## config.mk

```make
export PLATFORM = sky130hd
export DESIGN_NAME = ai_paddle_controller_flat
export DESIGN_NICKNAME = d
export VERILOG_FILES = /design/src/rtl/ai_paddle_controller_pkg.sv /design/src/rtl/ai_paddle_controller_if.sv /design/src/rtl/ai_paddle_controller_pad_stepper.sv /design/src/rtl/ai_paddle_controller.sv /design/src/flat_wrapper.sv
export SDC_FILE = /design/constraint.sdc
export NUM_CORES = 1
export LEC_CHECK = 0
export ABC_AREA = 1
export CAP_MARGIN = 0
export CORE_ASPECT_RATIO = 0.75
export CORE_MARGIN = 3
export CORE_UTILIZATION = 24
export CTS_BUF_LIST = sky130_fd_sc_hd__clkbuf_2 sky130_fd_sc_hd__clkbuf_4 sky130_fd_sc_hd__clkbuf_8
export DETAILED_ROUTE_END_ITERATION = 10
export HOLD_SLACK_MARGIN = 0.1
export PLACE_DENSITY_LB_ADDON = 0.2
export SLEW_MARGIN = 20
export SYNTH_ARGS = -nofsm -noshare
export SYNTH_HDL_FRONTEND = slang
export SYNTH_SLANG_ARGS = --single-unit
```

## constraint.sdc

```tcl
create_clock -name clk -period 12.91 [get_ports clk]
set_input_delay 1.291 -clock clk [delete_from_list [all_inputs] [get_ports clk]]
set_output_delay 1.291 -clock clk [all_outputs]
set_load 0.05 [all_outputs]
```

## src/rtl/ai_paddle_controller_pkg.sv

```systemverilog
// Shared display geometry, game-state encoding and AI opponent state type.
// Imported by the paddle controllers and the ball controller.
package ai_paddle_controller_pkg;

   localparam int HOR_PIXELS    = 800;
   localparam int VER_PIXELS    = 600;
   localparam int BALL_SIZE     = 16;
   // Shared with the ball controller so its hit window matches the drawn paddle
   localparam int AI_PAD_HEIGHT = 145;

   typedef enum logic [1:0] {
      GS_MENU  = 2'd0,
      GS_PLAY  = 2'd1,
      GS_POINT = 2'd2,
      GS_OVER  = 2'd3
   } game_state_t;

   typedef enum logic [1:0] {
      IDLE   = 2'd0,
      CENTER = 2'd1,
      REACT  = 2'd2,
      TRACK  = 2'd3
   } ai_state_t;

   function automatic logic signed [11:0] abs12(input logic signed [11:0] v);
      return (v < 12'sd0) ? -v : v;
   endfunction

endpackage

```

## src/rtl/ai_paddle_controller_if.sv

```systemverilog
// Ball-to-paddle bus: the ball side drives position/tick/state and reads back
// the AI paddle position.
interface ai_paddle_controller_if;

   logic        timing_tick;
   logic [1:0]  state;
   logic [10:0] x_ball;
   logic [9:0]  y_ball;
   logic [9:0]  y_pad;
   logic        ai_tracking;

   modport master (
      output timing_tick, state, x_ball, y_ball,
      input  y_pad, ai_tracking
   );

   modport slave (
      input  timing_tick, state, x_ball, y_ball,
      output y_pad, ai_tracking
   );

endinterface

```

## src/rtl/ai_paddle_controller_pad_stepper.sv

```systemverilog
// One movement step of a paddle toward a goal: goal clamped to the playfield,
// dead zone around the goal, displacement limited to MAX_STEP.
module ai_paddle_controller_pad_stepper #(
   parameter int MAX_STEP  = 4,
   parameter int DEAD_ZONE = 8,
   parameter int POS_MAX   = 455
) (
   input  logic        [9:0]  i_cur,
   input  logic signed [11:0] i_goal,
   output logic        [9:0]  o_next
);
   import ai_paddle_controller_pkg::*;

   localparam logic signed [11:0] LIM  = 12'(POS_MAX);
   localparam logic signed [11:0] STEP = 12'(MAX_STEP);
   localparam logic signed [11:0] DZ   = 12'(DEAD_ZONE);

   logic signed [11:0] w_goal_c;
   logic signed [11:0] w_cur;
   logic signed [11:0] w_diff;
   logic signed [11:0] w_mag;
   logic signed [11:0] w_step;
   logic signed [11:0] w_sum;

   always_comb begin
      if (i_goal < 12'sd0)
         w_goal_c = 12'sd0;
      else if (i_goal > LIM)
         w_goal_c = LIM;
      else
         w_goal_c = i_goal;

      w_cur  = $signed({2'b00, i_cur});
      w_diff = w_goal_c - w_cur;
      w_mag  = abs12(w_diff);
      w_step = (w_mag > STEP) ? STEP : w_mag;

      // Step never exceeds |diff|, so a clamped goal keeps the result in range
      if (w_mag <= DZ)
         w_sum = w_cur;
      else if (w_diff < 12'sd0)
         w_sum = w_cur - w_step;
      else
         w_sum = w_cur + w_step;

      o_next = 10'(w_sum);
   end

endmodule

```

## src/rtl/ai_paddle_controller.sv

```systemverilog
// Computer opponent paddle: watches ball direction, waits a reaction delay,
// then tracks the ball centre; re-centres when the ball recedes or is served.
module ai_paddle_controller
   import ai_paddle_controller_pkg::*;
#(
   parameter int SIDE        = 1,
   parameter int PAD_HEIGHT  = AI_PAD_HEIGHT,
   parameter int MAX_STEP    = 4,
   parameter int DEAD_ZONE   = 8,
   parameter int REACT_TICKS = 6,
   parameter int JUMP_LIMIT  = 16
) (
   input  logic                    clk,
   input  logic                    rst_n,
   ai_paddle_controller_if.slave   bus
);

   localparam int               POS_MAX   = VER_PIXELS - PAD_HEIGHT;
   localparam logic [9:0]       Y_CENTER  = 10'(POS_MAX / 2);
   localparam int               CNT_W     = $clog2(REACT_TICKS) + 1;
   localparam logic [CNT_W-1:0] CNT_LAST  = CNT_W'(REACT_TICKS - 1);
   localparam logic signed [11:0] JUMP_S    = 12'(JUMP_LIMIT);
   localparam logic signed [11:0] BALL_HALF = 12'(BALL_SIZE / 2);
   localparam logic signed [11:0] PAD_HALF  = 12'(PAD_HEIGHT / 2);

   ai_state_t        r_state;
   ai_state_t        w_state_nxt;
   logic [9:0]       r_y_pad;
   logic [9:0]       w_y_nxt;
   logic             r_ai_tracking;
   logic [10:0]      r_x_prev;
   logic [CNT_W-1:0] r_react_cnt;
   logic [CNT_W-1:0] w_cnt_nxt;
   logic             r_approach;

   logic signed [11:0] w_dx;
   logic               w_serve;
   logic               w_approach_nxt;
   logic signed [11:0] w_target;
   logic signed [11:0] w_goal;
   logic [9:0]         w_step_y;
   logic               w_play;

   assign w_play   = (bus.state == GS_PLAY);
   assign w_dx     = $signed({1'b0, bus.x_ball}) - $signed({1'b0, r_x_prev});
   assign w_serve  = (abs12(w_dx) > JUMP_S);
   assign w_target = $signed({2'b00, bus.y_ball}) + BALL_HALF - PAD_HALF;
   assign w_goal   = (r_state == TRACK) ? w_target : $signed({2'b00, Y_CENTER});

   // A serve jump is not a direction change, so it leaves the approach flag alone
   always_comb begin
      w_approach_nxt = r_approach;
      if (!w_serve && (w_dx != 12'sd0))
         w_approach_nxt = (SIDE != 0) ? (w_dx > 12'sd0) : (w_dx < 12'sd0);
   end

   ai_paddle_controller_pad_stepper #(
      .MAX_STEP  (MAX_STEP),
      .DEAD_ZONE (DEAD_ZONE),
      .POS_MAX   (POS_MAX)
   ) u_stepper (
      .i_cur  (r_y_pad),
      .i_goal (w_goal),
      .o_next (w_step_y)
   );

   always_comb begin
      w_state_nxt = r_state;
      w_y_nxt     = r_y_pad;
      w_cnt_nxt   = r_react_cnt;
      unique case (r_state)
         IDLE: w_state_nxt = CENTER;
         CENTER: begin
            w_y_nxt = w_step_y;
            if (w_approach_nxt && !w_serve) begin
               w_cnt_nxt   = '0;
               w_state_nxt = REACT;
            end
         end
         REACT: begin
            w_cnt_nxt = r_react_cnt + 1'b1;
            if (!w_approach_nxt || w_serve)
               w_state_nxt = CENTER;
            else if (r_react_cnt == CNT_LAST)
               w_state_nxt = TRACK;
         end
         TRACK: begin
            w_y_nxt = w_step_y;
            if (!w_approach_nxt || w_serve)
               w_state_nxt = CENTER;
         end
         default: w_state_nxt = IDLE;
      endcase
   end

   // Leaving PLAY overrides the tick gating and parks the paddle immediately
   always_ff @(posedge clk or negedge rst_n) begin
      if (!rst_n) begin
         r_state       <= IDLE;
         r_y_pad       <= Y_CENTER;
         r_ai_tracking <= 1'b0;
         r_x_prev      <= '0;
         r_react_cnt   <= '0;
         r_approach    <= 1'b0;
      end else if (!w_play) begin
         r_state       <= IDLE;
         r_y_pad       <= Y_CENTER;
         r_ai_tracking <= 1'b0;
         r_x_prev      <= bus.x_ball;
         r_react_cnt   <= '0;
      end else if (bus.timing_tick) begin
         r_state       <= w_state_nxt;
         r_y_pad       <= w_y_nxt;
         r_ai_tracking <= (w_state_nxt == TRACK);
         r_x_prev      <= bus.x_ball;
         r_react_cnt   <= w_cnt_nxt;
         r_approach    <= w_approach_nxt;
      end
   end

   assign bus.y_pad       = r_y_pad;
   assign bus.ai_tracking = r_ai_tracking;

endmodule
```

## src/flat_wrapper.sv

```systemverilog
// flat-port wrapper written by rule: the top's interface ports become plain ports
module ai_paddle_controller_flat import ai_paddle_controller_pkg::*;
#(
   parameter int SIDE        = 1,
   parameter int PAD_HEIGHT  = AI_PAD_HEIGHT,
   parameter int MAX_STEP    = 4,
   parameter int DEAD_ZONE   = 8,
   parameter int REACT_TICKS = 6,
   parameter int JUMP_LIMIT  = 16
)
  (clk, rst_n, bus_timing_tick, bus_state, bus_x_ball, bus_y_ball, bus_y_pad, bus_ai_tracking);
  ai_paddle_controller_if bus_i ();
  input  logic clk;
  input  logic rst_n;
  input wire logic [$bits(bus_i.timing_tick)-1:0] bus_timing_tick;
  input wire logic [$bits(bus_i.state)-1:0] bus_state;
  input wire logic [$bits(bus_i.x_ball)-1:0] bus_x_ball;
  input wire logic [$bits(bus_i.y_ball)-1:0] bus_y_ball;
  output wire logic [$bits(bus_i.y_pad)-1:0] bus_y_pad;
  output wire logic [$bits(bus_i.ai_tracking)-1:0] bus_ai_tracking;
  assign bus_i.timing_tick = bus_timing_tick;
  assign bus_i.state = bus_state;
  assign bus_i.x_ball = bus_x_ball;
  assign bus_i.y_ball = bus_y_ball;
  assign bus_y_pad = bus_i.y_pad;
  assign bus_ai_tracking = bus_i.ai_tracking;
  ai_paddle_controller #(.SIDE(SIDE), .PAD_HEIGHT(PAD_HEIGHT), .MAX_STEP(MAX_STEP), .DEAD_ZONE(DEAD_ZONE), .REACT_TICKS(REACT_TICKS), .JUMP_LIMIT(JUMP_LIMIT)) u_core (.clk(clk), .rst_n(rst_n), .bus(bus_i));
endmodule
```

After elaboration in Yosys (flattened, before gate mapping):

Cells that the tools add are included.

* bits in registers: 29

* add/subtract/negate cells: 9
* $lt $le $gt $ge: 8
* equal/unequal tests: 11
* multiplexer cells: 27
* reductions and logical operators: 11

Operators with widths (count)
* 2-to-1 mux 10 bit: 6
* 2-to-1 mux 12 bit: 5
* < comparator 12 x 1 -> 1 bit (second input constant): 3
* negation 12 bit: 2
* 2-to-1 mux 11 bit: 2
* > comparator 12 x 1 -> 1 bit (second input constant): 1
* > comparator 12 x 10 -> 1 bit (second input constant): 1
* > comparator 12 x 4 -> 1 bit (second input constant): 1
* > comparator 12 x 6 -> 1 bit (second input constant): 1
* <= comparator 12 x 5 -> 1 bit (second input constant): 1
* 2-to-1 mux 2 bit: 6
* 2-to-1 mux 4 bit: 3
* nonzero test 12 bit: 1
* subtractor 11 x 11 -> 12 bit: 1
* subtractor 12 x 11 -> 12 bit: 1
* subtractor 12 x 8 -> 12 bit (second input constant): 1
* adder 10 x 4 -> 11 bit (second input constant): 1
* adder 10 bit: 1
* subtractor 10 bit: 1
* case mux 2 bit (4 select lines): 1
* case mux 4 bit (2 select lines): 1
* equality test 2 bit (second input constant): 3
* inequality test 2 bit (second input constant): 3
* inequality test 3 bit (second input constant): 2
* 11 further kinds: 17

Longest topological paths before layout:

Gate-level depths: netlist of the first run.

* depth in word-level cells: 17
* gate-level depth with buffers: 51
* depth with buffers taken out: 51

Cells and area by module:

From an unflattened synthesis of the first run, not the netlist that was laid out.

* cell total of the unflattened synthesis: 683
* area total of the unflattened synthesis: 4225.3 sq um

Modules (own cells, without submodules)
* ai_paddle_controller: times used 1, cells each 348, area an instance 2341.0 sq um, sequential area each 732.0 sq um
* ai_paddle_controller_pad_stepper: times used 1, cells each 335, area an instance 1884.3 sq um, sequential area each 0.0 sq um

Worst setup path before layout of the first run:

Ideal clock, no wire load.

* path kind: input to register
* from: in bus_y_ball[3]
* to: reg u_core.r_y_pad[9], in the netlist u_core.bus.y_pad[9]
* library setup time: 0.067 ns
* arrival time: 7.028 ns
* setup slack: 5.816 ns
* stages: 45
* path through: nand3_1 -> inv_1 -> or2_2 -> nand2_1 -> inv_1 -> nand2_1 -> nand2_1 -> nor2_1 -> nand2_1 -> nor3_1 -> inv_1 -> o31ai_1 -> ha_1 -> inv_1 -> fa_1 -> nand3_1 -> nand3_2 -> xnor2_1 -> [... 9 more ...] -> ha_1 -> inv_1 -> nand2_1 -> xor2_1 -> ha_1 -> a21oi_1 -> o21ai_0 -> o21a_1 -> nor2_1 -> o21bai_1 -> nand2_1 -> nand2_1 -> a21oi_1 -> xor2_1 -> nand3_1 -> a21oi_1 -> nand2_1 -> nand2_1

* longest elaborated chain between the ends: 17
* elaborated cells on any way between the ends: 23
* classes of those cells: add/sub (6); order compare (5); eq/ne (1); mux (10); reduce/logical (1)

RTL lines
* from (decl): RTL line flat_wrapper.sv:18 `input wire logic [$bits(bus_i.y_ball)-1:0] bus_y_ball;`
* adder 10 x 4 -> 11 bit (*): RTL line ai_paddle_controller.sv:47 `assign w_target = $signed({2'b00, bus.y_ball}) + BALL_HALF - PAD_HALF;`
* subtractor 12 x 8 -> 12 bit (*): RTL line ai_paddle_controller.sv:47
* 2-to-1 mux 12 bit (*): RTL line ai_paddle_controller.sv:48 `assign w_goal = (r_state == TRACK) ? w_target : $signed({2'b00, Y_CENTER});`
* > comparator 12 x 10 -> 1 bit: RTL line ai_paddle_controller_pad_stepper.sv:28 `else if (i_goal > LIM)`
* 2-to-1 mux 12 bit: RTL line ai_paddle_controller_pad_stepper.sv:28
* 2-to-1 mux 12 bit (*): RTL line ai_paddle_controller_pad_stepper.sv:26 `if (i_goal < 12'sd0)`
* subtractor 12 x 11 -> 12 bit (*): RTL line ai_paddle_controller_pad_stepper.sv:34 `w_diff = w_goal_c - w_cur;`
* negation 12 bit / < comparator 12 x 1 -> 1 bit (equally long branches): RTL line ai_paddle_controller_pkg.sv:26, ai_paddle_controller_pad_stepper.sv:41
* 2-to-1 mux 12 bit: RTL line ai_paddle_controller_pkg.sv:26 `return (v < 12'sd0) ? -v : v;`
* > comparator 12 x 4 -> 1 bit: RTL line ai_paddle_controller_pad_stepper.sv:36 `w_step = (w_mag > STEP) ? STEP : w_mag;`
* 2-to-1 mux 10 bit: RTL line ai_paddle_controller_pad_stepper.sv:36
* adder 10 bit / subtractor 10 bit (equally long branches): RTL line ai_paddle_controller_pad_stepper.sv:44, ai_paddle_controller_pad_stepper.sv:42
* 2-to-1 mux 10 bit: RTL line ai_paddle_controller_pad_stepper.sv:41 `else if (w_diff < 12'sd0)`
* 2-to-1 mux 10 bit: RTL line ai_paddle_controller_pad_stepper.sv:39 `if (w_mag <= DZ)`
* 2-to-1 mux 10 bit: RTL line ai_paddle_controller.sv:71 `unique case (r_state)`
* 2-to-1 mux 10 bit: RTL line ai_paddle_controller.sv:111 `end else if (bus.timing_tick) begin`
* 2-to-1 mux 10 bit: RTL line ai_paddle_controller.sv:105 `end else if (!w_play) begin`
* to (signal assigned): RTL line ai_paddle_controller.sv:113 `r_y_pad <= w_y_nxt;`
* to (decl): RTL line ai_paddle_controller.sv:28 `logic [9:0] r_y_pad;`

Mark *: on every way between the ends. The rest lies on a longest branch, timed or not. The select of a mux whose other input is x is not followed.
A chain may end at the register's enable or synchronous reset.

Final worst setup path of the first run:

Ends and elaborated chain as after synthesis.

==> impl_metrics.tcl, run 1 <==
set metrics [dict create \
    layout-drive-gt1-share 0.0576 \
    yosysMostFrequentCell "nand2_1" \
    multiInputGateArea_sq_um 2730 \
    setup_viol 0 \
    worst_path_max_delay_cell "clkdlybuf4s50_1" \
    p_clk_frac 0.108 \
    finalCritPeriodShare 0.656 \
    dp_hpwl_um 8550 \
    r2r_setup_slack_ns 5.79 \
    tightest_slew_ns 0.607 \
    final-max-slew-violation-count 0 \
    synth.area.top_cells "nand2_1, dfrtp_1, ha_1, inv_1, nand3_1" \
    nFillCells 1720 \
    grt_usage 0.122 \
    status "finished clean" \
    n_antenna_cell 0 \
    timing.rr.start "u_core.r_state[1]" \
    regArea_sq_um 732 \
    ys.flop_type "dfrtp_1" \
    die-area_sq_um 17800 \
    antenna_found_initial 0 \
    cts_made_buffers 5 \
    clock-sinks 29 \
    maxCapViolations 0 \
    hold_end "u_core.r_x_prev[0]" \
    finalHoldViolCount 0 \
    path_common_cell "nand2_1" \
    core-area_sq_um 15600 \
    cts_tree "done" \
    gp_congestion 0.843 \
    path_class "input port to register" \
    hp-start "u_core.r_x_prev[0]" \
    relSlewSlack 0.595 \
    cts_root_buf "clkbuf_8" \
    die_w_um 153 \
    rsz0062_at_grt "no" \
    seq_area_frac_synth 0.188 \
    synth_nets 692 \
    yosysTopAreaCell "nand2_1" \
    cp.required_ns 13.17 \
    synth_area_per_cell_sq_um 6.26 \
    dp_worst_setup_slack_ns 4.16 \
    h-tree-depth 2 \
    p_int_mw 0.347 \
    worst_ep_arrival_time_ns 8.72 \
    critPathMaxStageDelay_ns 0.59 \
    route.detailed.drc 0 \
    p_comb_frac 0.720 \
    via_count 3873 \
    clk_path_buf_depth 2 \
    rr_worst_depth 39 \
    ant_nets 0 \
    clock.fmax_ghz 0.118 \
    syn_inst 623 \
    hold_path.class "register to register" \
    p_sw_frac 0.535 \
    skew_ns 0.0173 \
    overflow 0 \
    postCtsSetupRepairBufs 0 \
    worstPathMaxFanout 13 \
    syn2layout_area_growth_pct 17.4 \
    grt_max_degree 30 \
    num_rows 39 \
    peakVddDrop_mv 0.0667 \
    cts.clk_slew.worst_paths_ns 0.08 \
    synth-seq-cells 29 \
    ioPinCount 37 \
    leakagePower_nw 2.35 \
    final.min_clock_period_ns 8.47 \
    wl_per_cell_um 11.9 \
    p_sw_mw 0.399 \
    grt_pass1_vias 3784 \
    finalNetCount 728 \
    p_per_area_nw_per_um2 163 \
    die_height_um 116 \
    initial_core_util 0.251 \
    clock_latency_ns 0.31 \
    grt_pass1_wl_um 18000 \
    endpoint_kind "register" \
    synth_top_area_share 0.163 \
    synth_cell_types 45 \
    finalSetupTns_ns 0 \
    start_kind "input port" \
    yosysWarnings 0 \
    drt-vias-per-instance 4.48 \
    whs_path_depth 2 \
    syn_area_sq_um 3900 \
    synth-edff-count 0 \
    hold_buffers 0 \
    first_pass_iters 4 \
    drtIter0Drc 207 \
    power_frac_seq 0.172 \
    routed_wl_um 10300 \
    post_cts_resized 0 \
    setup_ws_ns 4.44 \
    synthTopCellsByCount "nand2_1, inv_1, nand3_1" \
    port_buffers 36 \
    async_flop_share 1.00 \
    r2r_end "u_core.bus.y_pad[9]" \
]
==> final cells by class <==
| class | count | share of cell area |
|---|---|---|
| Multi-Input combinational cell | 480 | 0.597 |
| Sequential cell | 29 | 0.160 |
| Inverter | 105 | 0.0861 |
| Timing Repair Buffer | 38 | 0.0820 |
| Tap cell | 205 | 0.0560 |
| Clock buffer | 5 | 0.0150 |
| Clock inverter | 3 | 0.00383 |
==> metrics by stage <==
| stage | hold slack (ns) | instances | area, sq um | total power [mW] | util |
|---|---|---|---|---|---|
| final | 0.507 | 865 | 4580 | 0.746 | 0.294 |
| after global routing | 0.555 | 865 | 4580 | 0.830 | 0.294 |
| after CTS | 0.510 | 865 | 4580 | 0.750 | 0.294 |
| after detailed placement | 0.495 | 857 | 4490 | 0.664 | 0.289 |
| after global placement | 0.476 | 857 | 4490 | 0.662 | 0.289 |
| after floorplan | 0.457 | 623 | 3900 | 0.547 | - |
==> power groups by stage <==
stage                     combinational (mW)  sequential, mW  clock [mW]
after floorplan                        0.390           0.157           0
after global placement                 0.532           0.129           0
after detailed placement               0.534           0.130           0
after CTS                              0.537           0.128      0.0848
after global routing                   0.611           0.131      0.0878
final                                  0.537           0.128      0.0806
==> cells in the final DEF (no fill, tap or decap), types with 17 or more instances in the layout <==
cell             synthesis  routed
nand2_1                169     169
inv_1                  103     103
nand3_1                 63      63
nor2_1                  51      51
ha_1                    40      40
clkdlybuf4s50_1          0      36
o21ai_0                 25      25
a21oi_1                 24      24
dfrtp_1                 24      24
xor2_1                  17      17
==> cell families (layout without fill, tap and decap cells) <==
| family | Yosys count | after routing | synth area share |
|---|---|---|---|
| adders and majority gates | 43 | 43 | 0.144 |
| muxes | 1 | 1 | 0.00289 |
| other | 1 | 1 | 0.000962 |
| AOI/OAI and AO/OA | 81 | 81 | 0.124 |
| and+or+nand+nor | 323 | 323 | 0.358 |
| DFF | 29 | 29 | 0.188 |
| buffers and inverters | 114 | 151 | 0.111 |
| xor gates and xnor gates | 31 | 31 | 0.0715 |
==> sequential cells by signal (all words and copies together), names as in the netlist <==
signal                  flops
u_core.bus.ai_tracking      1
u_core.bus.y_pad           10
u_core.r_approach           1
u_core.r_react_cnt          4
u_core.r_state              2
u_core.r_x_prev            11
==> worst max-delay path: cells and delay by family <==
family,cells,cell delay (ns)
simple gates,21,2.86
compound gates,10,1.58
fa+ha+maj,3,0.82
xor+xnor,3,0.61
buf+inv,9,1.56
==> per-layer routing <==
| layer | up-vias | share of wire | global-route usage |
|---|---|---|---|
| met5 | - | 0 | 0 |
| met1 | 1716 | 0.55 | 0.183 |
| met2 | 66 | 0.39 | 0.178 |
| met3 | 14 | 0.047 | 0.0219 |
| li1 | 2077 | - | - |
| met4 | 0 | 0.016 | 0.0356 |
==> worst max-delay path by stage <==
stage / endpoint / start / cells past startpoint / slack [ns]
floorplan: u_core.bus.y_pad[9] / bus_y_ball[3] / 45 / 5.82
detailed placement: u_core.bus.y_pad[9] / bus_y_ball[3] / 46 / 4.16
CTS: u_core.bus.y_pad[9] / bus_y_ball[3] / 46 / 4.43
global route: u_core.bus.y_pad[9] / bus_y_ball[3] / 47 / 3.54
finish: u_core.bus.y_pad[9] / bus_y_ball[3] / 46 / 4.44
global placement: u_core.bus.y_pad[9] / bus_y_ball[5] / 48 / 4.29
Power figures use the tool's default switching activity.
==> run 2, diff against run 1 <==
clock period = 8.6 ns   (was 12.91 ns; I/O delays follow)
==> impl_metrics.tcl, run 2 (synthesized netlist as in run 1, its figures left out) <==
set metrics [dict create \
    status "finished clean" \
    grt_pass1_wl_um 17700 \
    grt_max_degree 30 \
    finalSetupTns_ns 0 \
    top_layer "met4" \
    met1Wirelength_um 5760 \
    first_pass_iters 5 \
    skew_ns 0.0142 \
    path_class "input port to register" \
    port_buffers 36 \
    finalHoldViolCount 0 \
    wl_per_cell_um 11.9 \
    routed_wl_um 10300 \
    final_cell_mix "nand2_1, inv_1, nand3_1" \
    finalNetCount 731 \
    clock_latency_ns 0.31 \
    rsz0062_at_grt "no" \
    setup_viol 0 \
    layout-drive-gt1-share 0.0664 \
    tightest_slew_ns 0.603 \
    hold_path.class "register to register" \
    clk_path_buf_depth 2 \
    final-max-slew-violation-count 0 \
    drt-vias-per-instance 4.47 \
    h-tree-depth 2 \
    die-area_sq_um 17800 \
    ant_nets 0 \
    dr_wl_met3_um 330 \
    largest_register_ffs 11 \
    rr_worst_depth 40 \
    syn2layout_area_growth_pct 19.7 \
    gp_congestion 0.843 \
    peakVddDrop_mv 0.103 \
    core-area_sq_um 15600 \
    antenna_found_initial 0 \
    path_common_cell "inv_1" \
    dr_wl_met2_um 4090 \
    final_common_cell "nand2_1" \
    cts_root_buf "clkbuf_8" \
    worst_ep_arrival_time_ns 7.89 \
    start_kind "input port" \
    relSlewSlack 0.598 \
    num_rows 39 \
    largest-register "u_core.r_x_prev" \
    ioPinCount 37 \
    route.detailed.drc 0 \
    clock.fmax_ghz 0.131 \
    die_height_um 116 \
    grt_usage 0.121 \
    cts_made_buffers 5 \
    via_count 3881 \
    worstPathMaxFanout 6 \
    final.min_clock_period_ns 7.64 \
    n_antenna_cell 0 \
    overflow 0 \
    nFillCells 1685 \
    worst_path_max_delay_cell "clkdlybuf4s50_1" \
    p_per_area_nw_per_um2 257 \
    cp.required_ns 8.85 \
    whs_path_depth 2 \
    grt_pass1_vias 3717 \
    initial_core_util 0.251 \
    dp_hpwl_um 8490 \
    endpoint_kind "register" \
    total_power_mw 1.20 \
    cts.clk_slew.worst_paths_ns 0.08 \
    clock-sinks 29 \
    cts_tree "done" \
    maxCapViolations 0 \
    hold_buffers 0 \
    leakagePower_nw 2.39 \
    die_w_um 153 \
    critPathMaxStageDelay_ns 0.52 \
    finalCritPeriodShare 0.888 \
    drtIter0Drc 224 \
]
## run 2: changes by cell type in the layout (fill, tap and decap cells not counted), sizes merged
cell | before | now
buf | 2 | 5
bufinv | 0 | 2
clkinv | 2 | 1
inv | 105 | 104
## run 2: final cells by class
type	instances	area, sq um	area share
multi-input cells	480	2750	0.589
repair buffers	41	398	0.0852
clock buffers	5	68.8	0.0147
well taps	205	256	0.0549
flip-flops and latches	29	732	0.157
inverters	105	398	0.0852
clock inverters	3	65.1	0.0139
## run 2: worst paths after layout
path,slack [ns],end,start
worst max-delay path,0.96,u_core.bus.y_pad[9],bus_y_ball[3]
min in group asynchronous,0.94,u_core.r_state[0],rst_n
worst min register to register,0.51,u_core.r_x_prev[0],u_core.r_x_prev[0]
worst max register to register,1.81,u_core.bus.y_pad[9],u_core.r_state[1]
max in group asynchronous,7.33,u_core.bus.y_pad[7],rst_n
worst min-delay path,0.51,u_core.r_x_prev[0],u_core.r_x_prev[0]
## run 2: routing by layer
| layer | up-vias | GRT usage |
|---|---|---|
| li1 | 2079 | - |
| met3 | 7 | 0.0215 |
| met2 | 65 | 0.181 |
| met4 | 0 | 0.0338 |
| met5 | - | 0 |
| met1 | 1730 | 0.177 |
## run 2: critical path: cells and delay by family
family,cells,cell delay [ns]
and+or+nand+nor,18,2.22
adders and majority gates,5,1.52
xor gates and xnor gates,3,0.57
AOI/OAI and AO/OA,11,1.64
buffers and inverters,8,1.06
## run 2: repair_timing
action                     4_1_cts  5_1_grt
gates resized for setup          0        4
setup endpoints to repair        0        2
hold endpoints to repair         0        0
buffers inserted                 0        3
## run 2: where the power goes
group	switching, mW	total (mW)	internal (mW)
Combinational	0.510	0.827	0.318
Sequential	0.0297	0.193	0.163
Clock	0.0660	0.181	0.115
## run 2: metrics by stage
step / cells / util / hold slack (ns) / area (sq um) / setup WS, ns
finish: 868 / 0.300 / 0.514 / 4670 / 0.962
floorplan: 623 / - / 0.457 / 3900 / 1.94
detailed placement: 857 / 0.289 / 0.501 / 4490 / 0.315
CTS: 865 / 0.297 / 0.517 / 4630 / 0.630
global route: 868 / 0.300 / 0.558 / 4670 / 0.101
global placement: 857 / 0.289 / 0.476 / 4490 / 0.413
==> run 3, diff against run 2 <==
GPL_TIMING_DRIVEN = 0   (was default)
MAX_ROUTING_LAYER = met4   (was default)
==> impl_metrics.tcl, run 3 (synthesized netlist as in run 1, its figures left out) <==
set metrics [dict create \
    status "finished clean" \
    largest_register_ffs 11 \
    die_height_um 116 \
    clock.fmax_ghz 0.130 \
    finalCritPeriodShare 0.898 \
    gp_congestion 0.874 \
    tightest_slew_ns 0.535 \
    setup_ws_ns 0.881 \
    final_cell_mix "nand2_1, inv_1, nand3_1" \
    grt_pass1_vias 3675 \
    rsz0062_at_grt "no" \
    ant_nets 0 \
    first_pass_iters 4 \
    crit_buf_inv 5 \
    die-area_sq_um 17800 \
    finalSetupTns_ns 0 \
    worst_ep_arrival_time_ns 7.97 \
    clk_path_buf_depth 2 \
    grt_max_degree 25 \
    wl_per_cell_um 12.2 \
    die_w_um 153 \
    maxCapViolations 0 \
    hold_buffers 0 \
    skew_ns 0.0154 \
    nFillCells 1697 \
    clock_latency_ns 0.31 \
    setup_viol 0 \
    r2r_end "u_core.bus.y_pad[9]" \
    hold_path.class "input port to async pin" \
    cp.required_ns 8.86 \
    layout-drive-gt1-share 0.0689 \
    r2r_setup_slack_ns 1.47 \
    syn2layout_area_growth_pct 19.7 \
    path_common_cell "nand2_1" \
    grt_usage 0.127 \
    cts_made_buffers 5 \
    rr_worst_depth 41 \
    drtIter0Drc 195 \
    peakVddDrop_mv 0.0977 \
    antenna_found_initial 0 \
    core-area_sq_um 15600 \
    final.min_clock_period_ns 7.72 \
    overflow 0 \
    p_per_area_nw_per_um2 243 \
    cts_tree "done" \
    critPathMaxStageDelay_ns 0.56 \
    num_rows 39 \
    drt-vias-per-instance 4.47 \
    h-tree-depth 2 \
    final-max-slew-violation-count 0 \
    relSlewSlack 0.643 \
    worstPathMaxFanout 6 \
    cts_root_buf "clkbuf_8" \
    path_class "input port to register" \
    start_kind "input port" \
    worst_path_max_delay_cell "clkdlybuf4s50_1" \
    clock-sinks 29 \
    finalNetCount 736 \
    initial_core_util 0.251 \
    port_buffers 36 \
    timing.rr.start "u_core.r_state[1]" \
    path_delay_family "simple AND/OR/NAND/NOR gates" \
    grt_pass1_wl_um 17900 \
    largest-register "u_core.r_x_prev" \
    dp_hpwl_um 8720 \
    cts.clk_slew.worst_paths_ns 0.09 \
    finalHoldViolCount 0 \
    routed_wl_um 10700 \
    endpoint_kind "register" \
    n_antenna_cell 0 \
    leakagePower_nw 2.38 \
    final_common_cell "nand2_1" \
    route.detailed.drc 0 \
    ioPinCount 37 \
    via_count 3900 \
    dp_worst_setup_slack_ns 0.356 \
]
[run 3: cell types whose count changed in the layout (fill, tap and decap cells not counted), sizes merged]
cell / previous run / this run
inv: 104 / 105
bufinv: 2 / 0
clkinv: 1 / 2
clkbuf: 5 / 11
clkdlybuf4s50: 36 / 34
dlymetal6s2s: 0 / 1
[run 3: area by class of cell]
| cell class | instances | area, sq um | area share |
|---|---|---|---|
| Multi-Input combinational cell | 480 | 2780 | 0.596 |
| Sequential cell | 29 | 732 | 0.157 |
| Inverter | 105 | 394 | 0.0844 |
| Timing Repair Buffer | 37 | 378 | 0.0809 |
| Tap cell | 205 | 256 | 0.0549 |
| Clock buffer | 5 | 68.8 | 0.0147 |
| Buffer | 9 | 40.0 | 0.00858 |
| Clock inverter | 3 | 17.5 | 0.00375 |
[run 3: report_power, final]
part / switching [mW] / internal, mW / total (mW)
clock network: 0.0670 / 0.0559 / 0.123
logic: 0.508 / 0.315 / 0.822
registers: 0.0268 / 0.163 / 0.190
[run 3: how the worst max path moves through the flow]
stage | from | to | slack, ns | depth (start not counted)
final | bus_y_ball[5] | u_core.bus.y_pad[9] | 0.88 | 45
after global routing | bus_y_ball[5] | u_core.bus.y_pad[9] | 0.04 | 45
after CTS | bus_y_ball[3] | u_core.bus.y_pad[9] | 0.67 | 45
after detailed placement | bus_y_ball[3] | u_core.bus.y_pad[9] | 0.36 | 45
after global placement | bus_y_ball[3] | u_core.bus.y_pad[9] | 0.35 | 45
after floorplan | bus_y_ball[3] | u_core.bus.y_pad[9] | 1.94 | 45
[run 3: what timing repair did]
item / in CTS / in global routing
gates resized for setup: 0 / 7
setup endpoints to repair: 0 / 1
buffers inserted: 0 / 0
[run 3: stage by stage]
stage                     hold slack [ns]   util  instance area (sq um)  power (mW)  std cells
after global routing                0.374  0.300                   4670        1.27        873
after global placement              0.477  0.290                   4520       0.992        864
final                               0.376  0.300                   4670        1.13        873
after CTS                           0.368  0.297                   4620        1.13        873
after detailed placement            0.494  0.291                   4530        1.00        865
after floorplan                     0.457      -                   3900       0.821        623
[run 3: worst register-to-register path: cells and delay by family (launching register included)]
family | cells | cell delay (ns)
simple gates | 19 | 2.17
compound gates | 10 | 1.75
fa+ha+maj | 5 | 1.28
buf+inv | 4 | 0.77
xor+xnor | 3 | 0.63
flops | 1 | 0.46
[run 3: metal layers]
metal	track usage	up-vias	part of all wire	wire length, um
met3	0.0185	7	0.035	372
met4	0.0326	0	0.011	116
met2	0.180	49	0.40	4310
met1	0.187	1750	0.55	5860
li1	-	2094	-	-
met5	-	-	0	0
